<file path="config.mk">
export PLATFORM = sky130hd
export DESIGN_NAME = key_event_detect
export DESIGN_NICKNAME = d
export VERILOG_FILES = /design/src/rtl/key_event_detect.sv
export SDC_FILE = /design/constraint.sdc
export NUM_CORES = 1
export LEC_CHECK = 0
export BUFFER_PORTS_ARGS = -buffer_cell sky130_fd_sc_hd__buf_2
export CAP_MARGIN = 10
export CORE_UTILIZATION = 66
export CTS_CLUSTER_DIAMETER = 60
export DETAILED_ROUTE_END_ITERATION = 8
export PLACE_DENSITY_LB_ADDON = 0.05
export RECOVER_POWER = 50
export REMOVE_ABC_BUFFERS = 1
export SETUP_SLACK_MARGIN = 0.05
export SLEW_MARGIN = 20
export SYNTH_ARGS = -nofsm -noshare
export SYNTH_HDL_FRONTEND = slang
export SYNTH_SLANG_ARGS = --single-unit
</file>
<file path="constraint.sdc">
create_clock -name sys_clk -period 4 [get_ports sys_clk]
set_input_delay 0.2 -clock sys_clk [delete_from_list [all_inputs] [get_ports sys_clk]]
set_output_delay 0.2 -clock sys_clk [all_outputs]
set_load 0.005 [all_outputs]
</file>
<file path="src/rtl/key_event_detect.sv">
// rtl/key_event_detect.sv - debounced active-low key with press/release/short/long/repeat pulses
module key_event_detect #(
    parameter int CNT_MAX    = 1_000_000,
    parameter int LONG_MAX   = 50_000_000,
    parameter int REPEAT_MAX = 10_000_000
) (
    input  logic sys_clk,
    input  logic sys_rst,
    input  logic key,
    output logic key_value,
    output logic press_pulse,
    output logic release_pulse,
    output logic short_pulse,
    output logic long_pulse,
    output logic repeat_pulse
);

    localparam int HOLD_MAX = (LONG_MAX > REPEAT_MAX) ? LONG_MAX : REPEAT_MAX;
    localparam int DW       = $clog2(CNT_MAX);
    localparam int HW       = $clog2(HOLD_MAX);

    localparam logic [DW-1:0] DEB_LAST    = DW'(CNT_MAX - 1);
    localparam logic [HW-1:0] LONG_LAST   = HW'(LONG_MAX - 1);
    localparam logic [HW-1:0] REPEAT_LAST = HW'(REPEAT_MAX - 1);

    localparam logic [1:0] IDLE = 2'd0;
    localparam logic [1:0] HELD = 2'd1;
    localparam logic [1:0] LONG = 2'd2;

    logic          key_s1_q, key_s2_q;
    logic          key_value_q, key_value_d;
    logic [DW-1:0] deb_cnt_q, deb_cnt_d;
    logic [HW-1:0] hold_cnt_q, hold_cnt_d;
    logic [1:0]    state_q, state_d;
    logic          press_q, press_d;
    logic          release_q, release_d;
    logic          short_q, short_d;
    logic          long_q, long_d;
    logic          repeat_q, repeat_d;
    logic          fall, rise;

    // Two-flop synchroniser for the asynchronous key pin; idles at released level
    always_ff @(posedge sys_clk) begin
        if (sys_rst) begin
            key_s1_q <= 1'b1;
            key_s2_q <= 1'b1;
        end else begin
            key_s1_q <= key;
            key_s2_q <= key_s1_q;
        end
    end

    // Debounce: the synchronised level must differ from the stable level for a full window
    always_comb begin
        key_value_d = key_value_q;
        deb_cnt_d   = deb_cnt_q;
        if (key_s2_q == key_value_q) begin
            deb_cnt_d = '0;
        end else if (deb_cnt_q == DEB_LAST) begin
            key_value_d = key_s2_q;
            deb_cnt_d   = '0;
        end else begin
            deb_cnt_d = deb_cnt_q + 1'b1;
        end
    end

    // Edges are taken from the next stable level so pulses land on the same edge key_value moves
    assign fall = key_value_q & ~key_value_d;
    assign rise = ~key_value_q & key_value_d;

    // Event FSM: release always wins over a long/repeat terminal count in the same cycle
    always_comb begin
        state_d    = state_q;
        hold_cnt_d = hold_cnt_q;
        press_d    = 1'b0;
        release_d  = 1'b0;
        short_d    = 1'b0;
        long_d     = 1'b0;
        repeat_d   = 1'b0;
        case (state_q)
            IDLE: begin
                if (fall) begin
                    press_d    = 1'b1;
                    hold_cnt_d = '0;
                    state_d    = HELD;
                end
            end
            HELD: begin
                if (rise) begin
                    release_d  = 1'b1;
                    short_d    = 1'b1;
                    hold_cnt_d = '0;
                    state_d    = IDLE;
                end else if (hold_cnt_q == LONG_LAST) begin
                    long_d     = 1'b1;
                    hold_cnt_d = '0;
                    state_d    = LONG;
                end else begin
                    hold_cnt_d = hold_cnt_q + 1'b1;
                end
            end
            LONG: begin
                if (rise) begin
                    release_d  = 1'b1;
                    hold_cnt_d = '0;
                    state_d    = IDLE;
                end else if (hold_cnt_q == REPEAT_LAST) begin
                    repeat_d   = 1'b1;
                    hold_cnt_d = '0;
                end else begin
                    hold_cnt_d = hold_cnt_q + 1'b1;
                end
            end
            default: begin
                hold_cnt_d = '0;
                state_d    = IDLE;
            end
        endcase
    end

    // State, counters and registered one-cycle pulses
    always_ff @(posedge sys_clk) begin
        if (sys_rst) begin
            key_value_q <= 1'b1;
            deb_cnt_q   <= '0;
            hold_cnt_q  <= '0;
            state_q     <= IDLE;
            press_q     <= 1'b0;
            release_q   <= 1'b0;
            short_q     <= 1'b0;
            long_q      <= 1'b0;
            repeat_q    <= 1'b0;
        end else begin
            key_value_q <= key_value_d;
            deb_cnt_q   <= deb_cnt_d;
            hold_cnt_q  <= hold_cnt_d;
            state_q     <= state_d;
            press_q     <= press_d;
            release_q   <= release_d;
            short_q     <= short_d;
            long_q      <= long_d;
            repeat_q    <= repeat_d;
        end
    end

    assign key_value     = key_value_q;
    assign press_pulse   = press_q;
    assign release_pulse = release_q;
    assign short_pulse   = short_q;
    assign long_pulse    = long_q;
    assign repeat_pulse  = repeat_q;

endmodule

</file>
* Word-level counts from Yosys, hierarchy flattened
Cells that the tools add are included.
** Operators by class
- $add $sub $neg :: 2
- Equality and inequality tests :: 9
- Muxes and demuxes :: 17
- Bitwise gates (word level) :: 8
- Reduce and logical (&&, ||, !) cells :: 9
** Operators with widths (count)
- $mux W26 :: 5
- $pmux W26 S3 :: 1
- $add A26 B1 Y26 const B :: 1
- $eq A26 B24 Y1 const B :: 1
- $eq A26 B26 Y1 const B :: 1
- $add A20 B1 Y20 const B :: 1
- $eq A20 B20 Y1 const B :: 1
- $reduce_or A3 Y1 :: 3
- $mux W2 :: 4
- $reduce_or A2 Y1 :: 4
- $mux W1 :: 6
- $not A1 Y1 :: 6
- $pmux W2 S3 :: 1
- $ne A2 B2 Y1 const B :: 2
- $ne A3 B3 Y1 const B :: 1
- $reduce_and A3 Y1 :: 1
- $and A1 B1 Y1 :: 2
- $eq A2 B1 Y1 const B :: 1
- $eq A2 B2 Y1 const B :: 1
- $logic_not A2 Y1 :: 1
- $eq A1 B1 Y1 :: 1
** Storage, ports and cells
- Flip-flop bits (word level) :: 56
- Bits of input ports :: 3

* Depth between registers and ports, before layout
- Depth in word-level cells :: 7
- Mapped depth :: 9

* Worst setup path before layout
Ideal clock, no wire load.
- Path type :: register to register
- Start point :: register hold_cnt_q[7]
- End point :: register hold_cnt_q[9]
- Arrival time :: 2264 ps
- Required time :: 3868 ps
- Slack :: 1603 ps
- Cell stages (with the launch flop) :: 10
- Buffers on the path :: 3
- Period minus slack after synthesis :: 2397 ps
- Cells stage by stage :: dfxtp_1 -> clkbuf_1 -> or4b_2 -> nor3_1 -> a31oi_1 -> o21a_1 -> clkbuf_1 -> buf_2 -> nand3_1 -> a31oi_1
** Between the ends
- Word-level cells in the longest chain between the ends :: 4
** RTL lines
- start: declaration :: line 33 : logic [HW-1:0] hold_cnt_q, hold_cnt_d;
- start signal: assignment :: line 136 : hold_cnt_q <= hold_cnt_d;
- $add A26 B1 Y26 (tied with other cells) :: line 99, 111
- $mux W26 (on tied branches) :: line 107, 94
- $mux W26 (on tied branches) :: line 103, 89
- $pmux W26 S3 (*) :: line 80 : case (state_q)
Mark *: on every way between the ends. The rest lies on a longest branch, timed or not.
A chain may end at the register's enable or synchronous reset.

* Worst setup path in the final report
- Start point :: register hold_cnt_q[7]
- End point :: register hold_cnt_q[16]
Same word-level chain as after synthesis.

==> summary.md <==
| Metric | Value |
|---|---|
| Top Ports | 9 |
| # rows | 23 |
| Main combinational cell family by area after synthesis | simple AND/OR/NAND/NOR gates |
| Startpoint Class | flop |
| Flops & latches, synth | 56 |
| Mux cell area share after synthesis | 1.14% |
| YS warnings | 0 |
| Mapped Cells | around 360 |
| Final setup fails | 0 |
| Status | finished, violations left |
| Finished Core Util | 73.3% |
| Data required, critical path | between 4 and 5 ns |
| Period utilization | between 70 and 80% |
| Height of the die | 67.7 um |
| Largest net degree at the start of global routing | 37 |
| Clock transition at the registers of the reported paths | 0.10 ns |
| RePlAce Congestion | around 0.87 |
| DRC Markers | 0 |
| CP Max Fanout | 27 |
| Seq/Total Area, Yosys | between 30% and 40% |
| Global-route wire length before repair | 10100 um |
| Initial antenna violation count | 0 |
| Worst vdd ir | 0.000207 V |
| CTS max path bufs | 2 |
| Final hold violation count | 0 |
| Min Tclk post-route | 2.84 ns |
| Die W | 67.7 um |
| Place WS | 1.28 ns |
| Worst min-delay path category | in -> reg |
| Post-CTS Setup Inserts | 0 |
| Final worst slack | 1.16 ns |
| Synth top area share | 39.3% |
| Synth area leader | dfxtp_1 |
| CP arrival | 2.98 ns |
| Root buffer cell | clkbuf_8 |
| Grt total ovfl | 0 |
| Drt total wl | 6160 um |
| CTS tree | yes |
| Vias in the first global route | 2165 |
| Most frequent cell after synthesis | dfxtp_1 |
| Slew headroom | -3.58% |
| Setup tns final | 0 ns |
| Synthesized area per cell | approximately 8 um2 |
| Critical Path Start | hold_cnt_q[7] |
| Initial Util | 69.8% |
| Resize count post-CTS | 0 |
| Initial DRC Count | 226 |
| Power Density | 368 mW/mm2 |
| Core area | 0.00409 mm2 |
| Worst reg2reg startpoint | hold_cnt_q[7] |
| Unrepaired setup endpoints after global routing | false |
| H-tree depth | 2 |
| Synth unique cells | 41 |
| Clock latency on the worst-skew pair | 0.31 ns |
| Commonest register cell after synthesis | dfxtp_1 |
| Layout Nets | 362 |
| DR vias/cell | 6.38 |
| HPWL after detailed placement | slightly above 4000 um |
| Clock Skews | 0.0125 ns |
| DR vias | between 2000 and 3000 |
| Sink Count | 56 |
| All-layer global routing usage | 29.2% |
| Full die area | 0.00459 mm2 |
| Layout cells sized above 1 | 6.76% |
| Post-synth ARST share | 0% |
| Synth area leaders | dfxtp_1, nand3_1, a31oi_1, nand2_1, nor2_1 |
| Antenna-violating nets left | 0 |
| Post-synth EDFFs | 0 |
| Synth top cells by count | dfxtp_1, nand2_1, nand3_1 |
| Slew Viols, Final | 37 |
| XOR/XNOR share of the synthesized area | approximately 4.9% |
| Hold_sp | key |
| CP Class | reg -> reg |
| Synth Area in Simple Gates | between 30 and 40% |
| Hold Buf Count CTS | 0 |
| Lkg Pwr | 0.875 nW |
| Mapped cell area | 0.00285 mm2 |
| Max Cap Viol | 1 |
| Wire length per cell | 15.2 um |
| TritonRoute pass-1 iters | 5 |
| CP Capture Type | flop |
| Cts bufs inserted | 5 |
| Fmax | 352 MHz |
| Worst-Margin Slew | around 1.6 ns |
| Violated checks | max-capacitance violations, max-slew violations |
| Area Growth Syn to Fin | 5.09% |
| Diode count | 0 |
| PortBufs | 8 |
| Compound-Gate Fraction of Synth Area | 11.1% |
| Synth Area in Adders | 2.19% |
==> critical path: stages (launching register included) <==
cell	delay [ns]
dfxtp_1	0.40
or4b_2	0.71
nor3_1	0.28
a31oi_1	0.24
o21a_1	0.59
o311ai_0	0.29
a31oi_1	0.14
==> final cells by class <==
| class | instances | area, um2 |
|---|---|---|
| Clock buffer | 6 | 82.6 |
| Clock inverter | 2 | 38.8 |
| Multi-Input combinational cell | 270 | 1610 |
| Timing Repair Buffer | 8 | 31.3 |
| Fill cell | 320 | 1090 |
| Tap cell | 50 | 62.6 |
| Inverter | 13 | 48.8 |
| Sequential cell | 56 | 1120 |
==> final timing paths <==
check	end	slack, ns	depth (start not counted)
worst max-delay path	hold_cnt_q[16]	1.16	6
worst min register to register	key_s2_q	0.42	1
worst max register to register	hold_cnt_q[16]	1.16	6
worst min-delay path	key_s1_q	0.06	2
==> routing by layer <==
| metal | wire length (um) | global-route usage, % | share of wire, % |
|---|---|---|---|
| met4 | 95 | 11.4 | 1.5 |
| met1 | 2880 | 41.2 | 47 |
| met3 | 432 | 6.76 | 7.0 |
| met5 | 0 | 0 | 0 |
| met2 | 2750 | 42.3 | 45 |
==> cells in the final DEF (no fill, tap or decap), drive strengths merged <==
cell type  synthesis  final
a211o              1      1
a21oi              4      4
a31oi             28     28
a41o               1      1
and3              10     10
buf                3      1
bufinv             0      1
clkbuf            13     13
clkinv             0      1
dfxtp             56     56
ha                 5      5
inv               13     13
mux2               2      2
mux2i              1      1
nand2             45     45
nand2b             5      5
nand3             39     39
nand3b             2      2
nand4             13     13
nand4b             1      1
nor2              32     32
nor2b              4      4
nor3              10     10
nor4               1      1
nor4b              4      4
o211ai             5      5
o21a               3      3
o21ai              2      2
o311ai             2      2
or2                4      4
or3               19     19
or3b               3      3
or4                5      5
or4b               2      2
or4bb              1      1
xnor2              6      6
xor2              10     10
==> logic make-up (layout without fill, tap and decap cells) <==
logic type,after synthesis,count (layout)
AO/OA/AOI/OAI,46,46
AND/OR/NAND/NOR,200,200
adder cells (fa/ha/maj),5,5
buffers and inverters,29,29
XOR/XNOR,16,16
multiplexers,3,3
flip-flops,56,56
==> registers in the layout (all words and copies together), names as in the netlist <==
| name | cells |
|---|---|
| press_pulse | 1 |
| release_pulse | 1 |
| key_s2_q | 1 |
| long_pulse | 1 |
| deb_cnt_q | 20 |
| key_value | 1 |
| short_pulse | 1 |
| state_q | 2 |
| hold_cnt_q | 26 |
| repeat_pulse | 1 |
| key_s1_q | 1 |
==> per-stage QoR <==
stage | hold slack [ns] | cell area (um2) | power, mW | instances
after floorplan | 0.269 | 2780 | 0.681 | 339
after global placement | 0.382 | 2880 | 0.719 | 397
after detailed placement | 0.387 | 2880 | 0.720 | 397
after CTS | 0.0538 | 3010 | 1.11 | 405
after global routing | 0.0536 | 3000 | 1.15 | 405
final | 0.0568 | 3000 | 1.10 | 405
==> power by group <==
group          switching (mW)  internal, mW  total [mW]
sequential            0.00529         0.564       0.569
clock                   0.187         0.205       0.391
combinational           0.105        0.0365       0.141
total                   0.296         0.805        1.10
Power figures use the tool's default switching activity.
